File: config.mk
export PLATFORM = sky130hd
export DESIGN_NAME = mips_multicycle_control
export DESIGN_NICKNAME = d
export VERILOG_FILES = /design/src/rtl/mips_multicycle_control.sv
export SDC_FILE = /design/constraint.sdc
export NUM_CORES = 1
export LEC_CHECK = 0
export BUFFER_PORTS_ARGS = -buffer_cell sky130_fd_sc_hd__clkbuf_2
export CORE_MARGIN = 4
export CORE_UTILIZATION = 40
export DETAILED_ROUTE_END_ITERATION = 10
export GPL_ROUTABILITY_DRIVEN = 0
export HOLD_SLACK_MARGIN = 0.06
export PLACE_DENSITY_LB_ADDON = 0.12
export RECOVER_POWER = 25
export SYNTH_ARGS = -nofsm -noshare
export SYNTH_HDL_FRONTEND = slang
export SYNTH_SLANG_ARGS = --single-unit
File: constraint.sdc
create_clock -name clk -period 2.7 [get_ports clk]
set_clock_uncertainty 0.15 [all_clocks]
set_input_delay 0.135 -clock clk [delete_from_list [all_inputs] [get_ports clk]]
set_output_delay 0.135 -clock clk [all_outputs]
set_load 0.02 [all_outputs]
File: src/rtl/mips_multicycle_control.sv
// ---------------------------------------------------------------------------
// mips_multicycle_control
//
// Multicycle control unit for the MIPS_FPU core. A registered FSM
// (FETCH, DECODE, EXEC, MEM, WB, WAIT_MUL, WAIT_FPU) sequences the datapath
// muxes across cycles, runs a fixed-latency integer multiply and performs a
// start/done handshake with the FPU, with a timeout.
//
// Ports:
//   clk, reset           rising-edge clock, synchronous active-high reset
//   instr_valid          instruction memory output valid (used in FETCH only)
//   opcode, functcode    instr[31:26], instr[5:0]
//   zero                 ALU zero flag (branch resolution in EXEC)
//   fpu_done             FPU result ready (WAIT_FPU only)
//   pcWrite, irWrite     PC / instruction-register load enables
//   regWrite, fpRegWrite integer / FP register-file write enables
//   dm_we                data-memory write enable
//   muxA_en, muxB_en     ALU operand selects (B: 0 imm, 1 reg, 2 link const)
//   muxWD3_en            writeback select: 1 ALU/multiplier, 0 memory
//   regWriteAddSelect    write address: 0 rt, 1 r31, 2 rd
//   muxPC                next PC: 0 PC+4, 1 jump, 2 register, 3 branch
//   multiplyEn           multiplier enable / result select
//   fpu_start, fpuOp     one-cycle FPU start pulse and FPU operation
//   ALUop                0 add, 1 sub, 2 xor, 3 slt
//   state_out            current state encoding (debug)
//   illegal              one-cycle pulse: undecodable instruction / FPU timeout
// All outputs are forced to 0 while reset is high.
// ---------------------------------------------------------------------------
module mips_multicycle_control #(
  parameter int MULT_CYCLES = 4,
  parameter int FPU_TIMEOUT = 16,
  parameter int ENABLE_MULT = 1,
  parameter int ENABLE_FPU  = 1
) (
  input  logic       clk,
  input  logic       reset,
  input  logic       instr_valid,
  input  logic [5:0] opcode,
  input  logic [5:0] functcode,
  input  logic       zero,
  input  logic       fpu_done,
  output logic       pcWrite,
  output logic       irWrite,
  output logic       regWrite,
  output logic       fpRegWrite,
  output logic       dm_we,
  output logic       muxA_en,
  output logic       muxWD3_en,
  output logic       multiplyEn,
  output logic       fpu_start,
  output logic [1:0] muxB_en,
  output logic [1:0] regWriteAddSelect,
  output logic [1:0] muxPC,
  output logic [2:0] ALUop,
  output logic [1:0] fpuOp,
  output logic [2:0] state_out,
  output logic       illegal
);

  typedef enum logic [2:0] {
    S_FETCH    = 3'd0,
    S_DECODE   = 3'd1,
    S_EXEC     = 3'd2,
    S_MEM      = 3'd3,
    S_WB       = 3'd4,
    S_WAIT_MUL = 3'd5,
    S_WAIT_FPU = 3'd6
  } state_t;

  typedef struct packed {
    logic       pc_write;
    logic       ir_write;
    logic       reg_write;
    logic       fp_reg_write;
    logic       dm_we;
    logic       mux_a;
    logic       mux_wd3;
    logic       mul_en;
    logic       fpu_start;
    logic [1:0] mux_b;
    logic [1:0] wr_sel;
    logic [1:0] mux_pc;
    logic [2:0] alu_op;
    logic [1:0] fpu_op;
    logic       illegal;
  } ctrl_t;

  localparam logic [5:0] OP_RTYPE = 6'h00;
  localparam logic [5:0] OP_J     = 6'h02;
  localparam logic [5:0] OP_JAL   = 6'h03;
  localparam logic [5:0] OP_BEQ   = 6'h04;
  localparam logic [5:0] OP_BNE   = 6'h05;
  localparam logic [5:0] OP_ADDI  = 6'h08;
  localparam logic [5:0] OP_XORI  = 6'h0e;
  localparam logic [5:0] OP_COP1  = 6'h11;
  localparam logic [5:0] OP_LW    = 6'h23;
  localparam logic [5:0] OP_SW    = 6'h2b;

  localparam logic [5:0] FN_JR    = 6'h08;
  localparam logic [5:0] FN_MULT  = 6'h18;
  localparam logic [5:0] FN_ADD   = 6'h20;
  localparam logic [5:0] FN_SUB   = 6'h22;
  localparam logic [5:0] FN_SLT   = 6'h2a;

  // Counter preload for the multiply wait and the last legal FPU wait count.
  localparam logic [7:0] MUL_LOAD = 8'(MULT_CYCLES - 1);
  localparam logic [7:0] FPU_LAST = 8'(FPU_TIMEOUT - 1);
  localparam logic       MUL_ON   = (ENABLE_MULT != 0);
  localparam logic       FPU_ON   = (ENABLE_FPU != 0);

  state_t     state, state_nxt;
  logic [5:0] op_q, fn_q;
  logic [7:0] cnt, cnt_nxt;
  ctrl_t      c;

  // Instruction classes, decoded from the latched opcode/funct.
  logic is_r, is_add, is_sub, is_slt, is_jr, is_mult;
  logic is_j, is_jal, is_beq, is_bne, is_addi, is_xori, is_lw, is_sw, is_cop1;
  logic legal;

  always_comb begin
    is_r    = (op_q == OP_RTYPE);
    is_add  = is_r && (fn_q == FN_ADD);
    is_sub  = is_r && (fn_q == FN_SUB);
    is_slt  = is_r && (fn_q == FN_SLT);
    is_jr   = is_r && (fn_q == FN_JR);
    is_mult = is_r && (fn_q == FN_MULT) && MUL_ON;
    is_j    = (op_q == OP_J);
    is_jal  = (op_q == OP_JAL);
    is_beq  = (op_q == OP_BEQ);
    is_bne  = (op_q == OP_BNE);
    is_addi = (op_q == OP_ADDI);
    is_xori = (op_q == OP_XORI);
    is_lw   = (op_q == OP_LW);
    is_sw   = (op_q == OP_SW);
    // COP1 funct 0..2 only (add.s, sub.s, mul.s).
    is_cop1 = (op_q == OP_COP1) && FPU_ON && (fn_q <= 6'd2);
    legal   = is_add | is_sub | is_slt | is_jr | is_mult | is_j | is_jal |
              is_beq | is_bne | is_addi | is_xori | is_lw | is_sw | is_cop1;
  end

  // NOTE: sequential state uses non-blocking assignments so every register
  // samples the pre-edge values; blocking here would create ordering races.
  always_ff @(posedge clk) begin
    if (reset) begin
      state <= S_FETCH;
      op_q  <= '0;
      fn_q  <= '0;
      cnt   <= '0;
    end else begin
      state <= state_nxt;
      cnt   <= cnt_nxt;
      if (state == S_FETCH && instr_valid) begin
        op_q <= opcode;
        fn_q <= functcode;
      end
    end
  end

  // NOTE: every signal written here gets a default first, so no path through
  // the case statement can leave a value unassigned and infer a latch.
  always_comb begin
    state_nxt = state;
    cnt_nxt   = cnt;
    c         = '0;

    unique case (state)
      S_FETCH: begin
        if (instr_valid) begin
          c.ir_write = 1'b1;
          c.pc_write = 1'b1;
          state_nxt  = S_DECODE;
        end
      end

      S_DECODE: begin
        state_nxt = S_FETCH;
        if (!legal) begin
          c.illegal = 1'b1;
        end else if (is_j) begin
          c.pc_write = 1'b1;
          c.mux_pc   = 2'd1;
        end else if (is_jal) begin
          // Link: PC+8 is formed by the ALU (A = PC, B = constant) into r31.
          c.pc_write  = 1'b1;
          c.mux_pc    = 2'd1;
          c.reg_write = 1'b1;
          c.wr_sel    = 2'd1;
          c.mux_a     = 1'b1;
          c.mux_b     = 2'd2;
          c.mux_wd3   = 1'b1;
        end else if (is_jr) begin
          c.pc_write = 1'b1;
          c.mux_pc   = 2'd2;
        end else begin
          state_nxt = S_EXEC;
        end
      end

      S_EXEC: begin
        state_nxt = S_FETCH;
        if (is_add || is_sub || is_slt) begin
          c.mux_b   = 2'd1;
          c.alu_op  = is_sub ? 3'd1 : (is_slt ? 3'd3 : 3'd0);
          state_nxt = S_WB;
        end else if (is_addi || is_xori) begin
          c.alu_op  = is_xori ? 3'd2 : 3'd0;
          state_nxt = S_WB;
        end else if (is_lw) begin
          state_nxt = S_MEM;
        end else if (is_sw) begin
          c.dm_we = 1'b1;
        end else if (is_beq || is_bne) begin
          c.alu_op = 3'd1;
          c.mux_b  = 2'd1;
          if ((is_beq && zero) || (is_bne && !zero)) begin
            c.pc_write = 1'b1;
            c.mux_pc   = 2'd3;
          end
        end else if (is_mult) begin
          c.mul_en  = 1'b1;
          c.mux_b   = 2'd1;
          cnt_nxt   = MUL_LOAD;
          state_nxt = (MUL_LOAD == 8'd0) ? S_WB : S_WAIT_MUL;
        end else if (is_cop1) begin
          c.fpu_start = 1'b1;
          c.fpu_op    = fn_q[1:0];
          cnt_nxt     = '0;
          state_nxt   = S_WAIT_FPU;
        end
      end

      S_MEM: begin
        // ALU keeps computing the load address while memory responds.
        state_nxt = S_WB;
      end

      S_WB: begin
        state_nxt   = S_FETCH;
        c.reg_write = 1'b1;
        c.mul_en    = is_mult;
        if (is_lw) begin
          c.mux_wd3 = 1'b0;
          c.wr_sel  = 2'd0;
        end else if (is_addi || is_xori) begin
          c.mux_wd3 = 1'b1;
          c.wr_sel  = 2'd0;
        end else begin
          c.mux_wd3 = 1'b1;
          c.wr_sel  = 2'd2;
        end
      end

      S_WAIT_MUL: begin
        c.mul_en = 1'b1;
        c.mux_b  = 2'd1;
        // Saturating decrement: the counter can never wrap below zero.
        if (cnt != 8'd0) cnt_nxt = cnt - 8'd1;
        if (cnt <= 8'd1) state_nxt = S_WB;
      end

      S_WAIT_FPU: begin
        c.fpu_op = fn_q[1:0];
        if (fpu_done) begin
          c.fp_reg_write = 1'b1;
          state_nxt      = S_FETCH;
        end else if (cnt >= FPU_LAST) begin
          c.illegal = 1'b1;
          state_nxt = S_FETCH;
        end else begin
          // Only increments while below FPU_LAST, so it cannot wrap.
          cnt_nxt = cnt + 8'd1;
        end
      end

      default: state_nxt = S_FETCH;
    endcase

    // Nothing may be enabled on the edge that takes reset.
    if (reset) c = '0;
  end

  assign pcWrite           = c.pc_write;
  assign irWrite           = c.ir_write;
  assign regWrite          = c.reg_write;
  assign fpRegWrite        = c.fp_reg_write;
  assign dm_we             = c.dm_we;
  assign muxA_en           = c.mux_a;
  assign muxWD3_en         = c.mux_wd3;
  assign multiplyEn        = c.mul_en;
  assign fpu_start         = c.fpu_start;
  assign muxB_en           = c.mux_b;
  assign regWriteAddSelect = c.wr_sel;
  assign muxPC             = c.mux_pc;
  assign ALUop             = c.alu_op;
  assign fpuOp             = c.fpu_op;
  assign illegal           = c.illegal;
  assign state_out         = reset ? 3'd0 : state;

endmodule
==> flow_summary.json <==
{
  "outcome": "complete, no violations",
  "grt.overflow.total": 0,
  "syn_area_sq_um": 1800,
  "p_per_area_nw_per_um2": 395,
  "synth-seq-cells": 23,
  "final-hold-violation-count": 0,
  "crit_fanout": 7,
  "crit_path_top_delay_cell": "or4_1",
  "required_ns": 2.41,
  "numCtsBuffers": 3,
  "setup_viol": 0,
  "syn_avg_cell_area_sq_um": 7.16,
  "synth_common_cells": "49 x nand2_1, 31 x a21oi_1, 23 x dfxtp_1",
  "route.detailed.drc": 0,
  "detailedRoute.firstIterationViolations": 168,
  "tritoncts": "built",
  "timing.rr.start": "cnt[2]",
  "critPathMaxStageDelay_ns": 0.58,
  "vias_per_cell": 5.69,
  "synth_warnings": 0,
  "chipWidth_microns": 75.0,
  "yosysTopAreaCell": "dfxtp_1",
  "fin_nets": 319,
  "clk_path_buf_depth": 2,
  "synthAdderAreaFrac_pct": 2.78,
  "synth_top_family_by_area": "simple AND/OR/NAND/NOR gates",
  "cts_root_buf": "clkbuf_8",
  "setup_tns_ns": 0,
  "critPathCaptureType": "primary output",
  "utilization_pct": 50.1,
  "tightest_slew_ns": 0.692,
  "first_pass_iters": 4,
  "grt_pass1_vias": 1753,
  "synth_top_area_share_pct": 25.6,
  "hold_class": "primary input to flip-flop",
  "antenna_found_initial": 0,
  "synth.distinct_cells": 57,
  "synthArstFlopShare_pct": 0,
  "crit_arrival_ns": 2.22,
  "grt_setup_unrepaired": "no",
  "slew_headroom_pct": 53.8,
  "synth_xor_xnor_area_share_pct": 1.46,
  "vdd_drop_max_v": 0.000238,
  "grt_usage_pct": 19.7,
  "ys_seq_area_share_pct": 25.6,
  "num_vias": 1987,
  "cts_sinks": 23,
  "grt_max_degree": 22,
  "clk_latency_ns": 0.27,
  "finalCritPeriodShare_pct": 92.7,
  "clock.fmax_mhz": 400,
  "synth_mux_area_share_pct": 1.11,
  "die_h_microns": 75.0,
  "port_buffers": 39,
  "syn_to_final_growth_pct": 21.3,
  "ioPinCount": 41,
  "crit_type": "flip-flop to primary output",
  "cp_cell_sequence": "or4_1 -> nor2_1 -> a31oi_1 -> o211ai_1 -> and3_1 -> clkbuf_2",
  "cp-start-kind": "flip-flop",
  "layout-drive-gt1-share_pct": 20.5,
  "start_util_pct": 41.3,
  "finalMaxSlewViolations": 0,
  "drv_cap": 0,
  "htree_levels": 1,
  "die-area_sq_um": 5630,
  "layout_min_cycle_time_ns": 2.50,
  "cts_setup_buffers": 0,
  "postSynthCellCount": 251,
  "yosys-top-cells-area": "dfxtp_1 26%, nand2_1 10%, a21oi_1 8.6%, nor2_1 4.2%, ha_1 2.8%",
  "grt_first_pass_wirelength_microns": 8670,
  "antennaDiodeCount": 0,
  "synth_edf_count": 0,
  "synth_fp_nets": 272,
  "hpwl_microns": 3770,
  "path_clk_slew_ns": 0.09,
  "synth_compound_gate_area_share_pct": 28.5,
  "power_mw": 0.862,
  "n_fill_cell": 481,
  "wl_per_cell_microns": 14.8,
  "min_from": "reset",
  "synthFlopType": "dfxtp_1",
  "rows": 24,
  "leakage_nw": 0.848,
  "core_sq_um": 4350,
  "synth-simple-area-share_pct": 34.3,
  "drtAntennaViolNets": 0,
  "critPathLaunch": "op_q[1]",
  "yosysMostFrequentCell": "nand2_1",
  "drt-total-wl_microns": 5160
}
[cell families (layout without fill, tap and decap cells)]
| group | count (synthesis) | in the layout |
|---|---|---|
| and+or+nand+nor | 121 | 121 |
| muxes | 2 | 2 |
| xor gates and xnor gates | 3 | 3 |
| AOI/OAI and AO/OA | 77 | 77 |
| adders and majority gates | 4 | 4 |
| other | 1 | 1 |
| DFF | 23 | 23 |
| buffers and inverters | 20 | 66 |
[sequential cells by signal (all words and copies together) (netlist names)]
name,cells
op_q,6
fn_q,6
state,3
cnt,8
[timing repair]
item,in CTS,in global routing
gates resized for setup,0,2
hold buffers,12,0
setup endpoints to repair,0,2
endpoints found under the hold margin,12,0
[layout make-up]
type / instances / area [sq um] / area share, %
Tap cell: 52 / 65.1 / 2.98
Sequential cell: 23 / 460 / 21.1
Clock buffer: 3 / 41.3 / 1.89
Multi-Input combinational cell: 208 / 1240 / 56.7
Timing Repair Buffer: 56 / 350 / 16.1
Clock inverter: 1 / 5.00 / 0.229
Inverter: 6 / 22.5 / 1.03
[per-stage QoR]
stage / hold WS (ns) / cells / cell area [sq um] / setup WS (ns)
finish: 0.220 / 349 / 2180 / 0.198
global route: 0.234 / 349 / 2180 / 0.00537
CTS: 0.191 / 349 / 2180 / 0.0399
detailed placement: 0.212 / 333 / 2010 / 0.350
global placement: 0.210 / 333 / 2010 / 0.437
floorplan: 0.121 / 251 / 1800 / 0.561
[path summary, 6_finish.rpt]
path                                 end  slack (ns)  cells past startpoint
worst min-delay path             fn_q[2]        0.22                      2
worst min register to register   fn_q[2]        0.33                      2
worst max-delay path             pcWrite        0.20                      6
worst max register to register  state[2]        0.58                      6
[power breakdown]
group          total [mW]  switching, mW  internal [mW]
Sequential          0.401         0.0401          0.361
Clock               0.225          0.122          0.103
Combinational       0.237          0.144         0.0927
Total               0.862          0.306          0.557
[metal layers]
layer / vias to the layer above / routed length (microns) / track usage [%]
met5: - / 0 / 0
met4: 0 / 57 / 4.55
met3: 5 / 276 / 2.14
met2: 55 / 2160 / 28.8
met1: 916 / 2670 / 30.6
li1: 1011 / - / -
[cells in the final DEF, fill, tap and decap left out, types with 3 or more instances in the layout]
cell / Yosys / routed
a21oi_1: 31 / 31
a21oi_2: 3 / 3
a311oi_1: 4 / 4
a31oi_1: 4 / 4
and2_1: 4 / 3
and3_1: 5 / 5
buf_4: 2 / 5
clkbuf_2: 0 / 37
clkbuf_8: 0 / 3
dfxtp_1: 23 / 23
dlygate4sd3_1: 0 / 12
ha_1: 4 / 4
inv_1: 5 / 6
nand2_1: 49 / 49
nand2b_1: 5 / 5
nand3_1: 6 / 6
nand4_1: 3 / 3
nor2_1: 20 / 20
nor2b_1: 3 / 3
nor3_1: 8 / 8
nor4_1: 4 / 4
o211ai_1: 3 / 3
o21ai_0: 7 / 7
o31ai_1: 4 / 4
xnor2_1: 3 / 3
[worst max-delay path: cells and delay by family (launching register included)]
| family | cells | cell delay [ns] |
|---|---|---|
| simple gates | 3 | 1.06 |
| flops | 1 | 0.38 |
| buf+inv | 1 | 0.16 |
| compound gates | 2 | 0.35 |
Power figures use the tool's default switching activity.
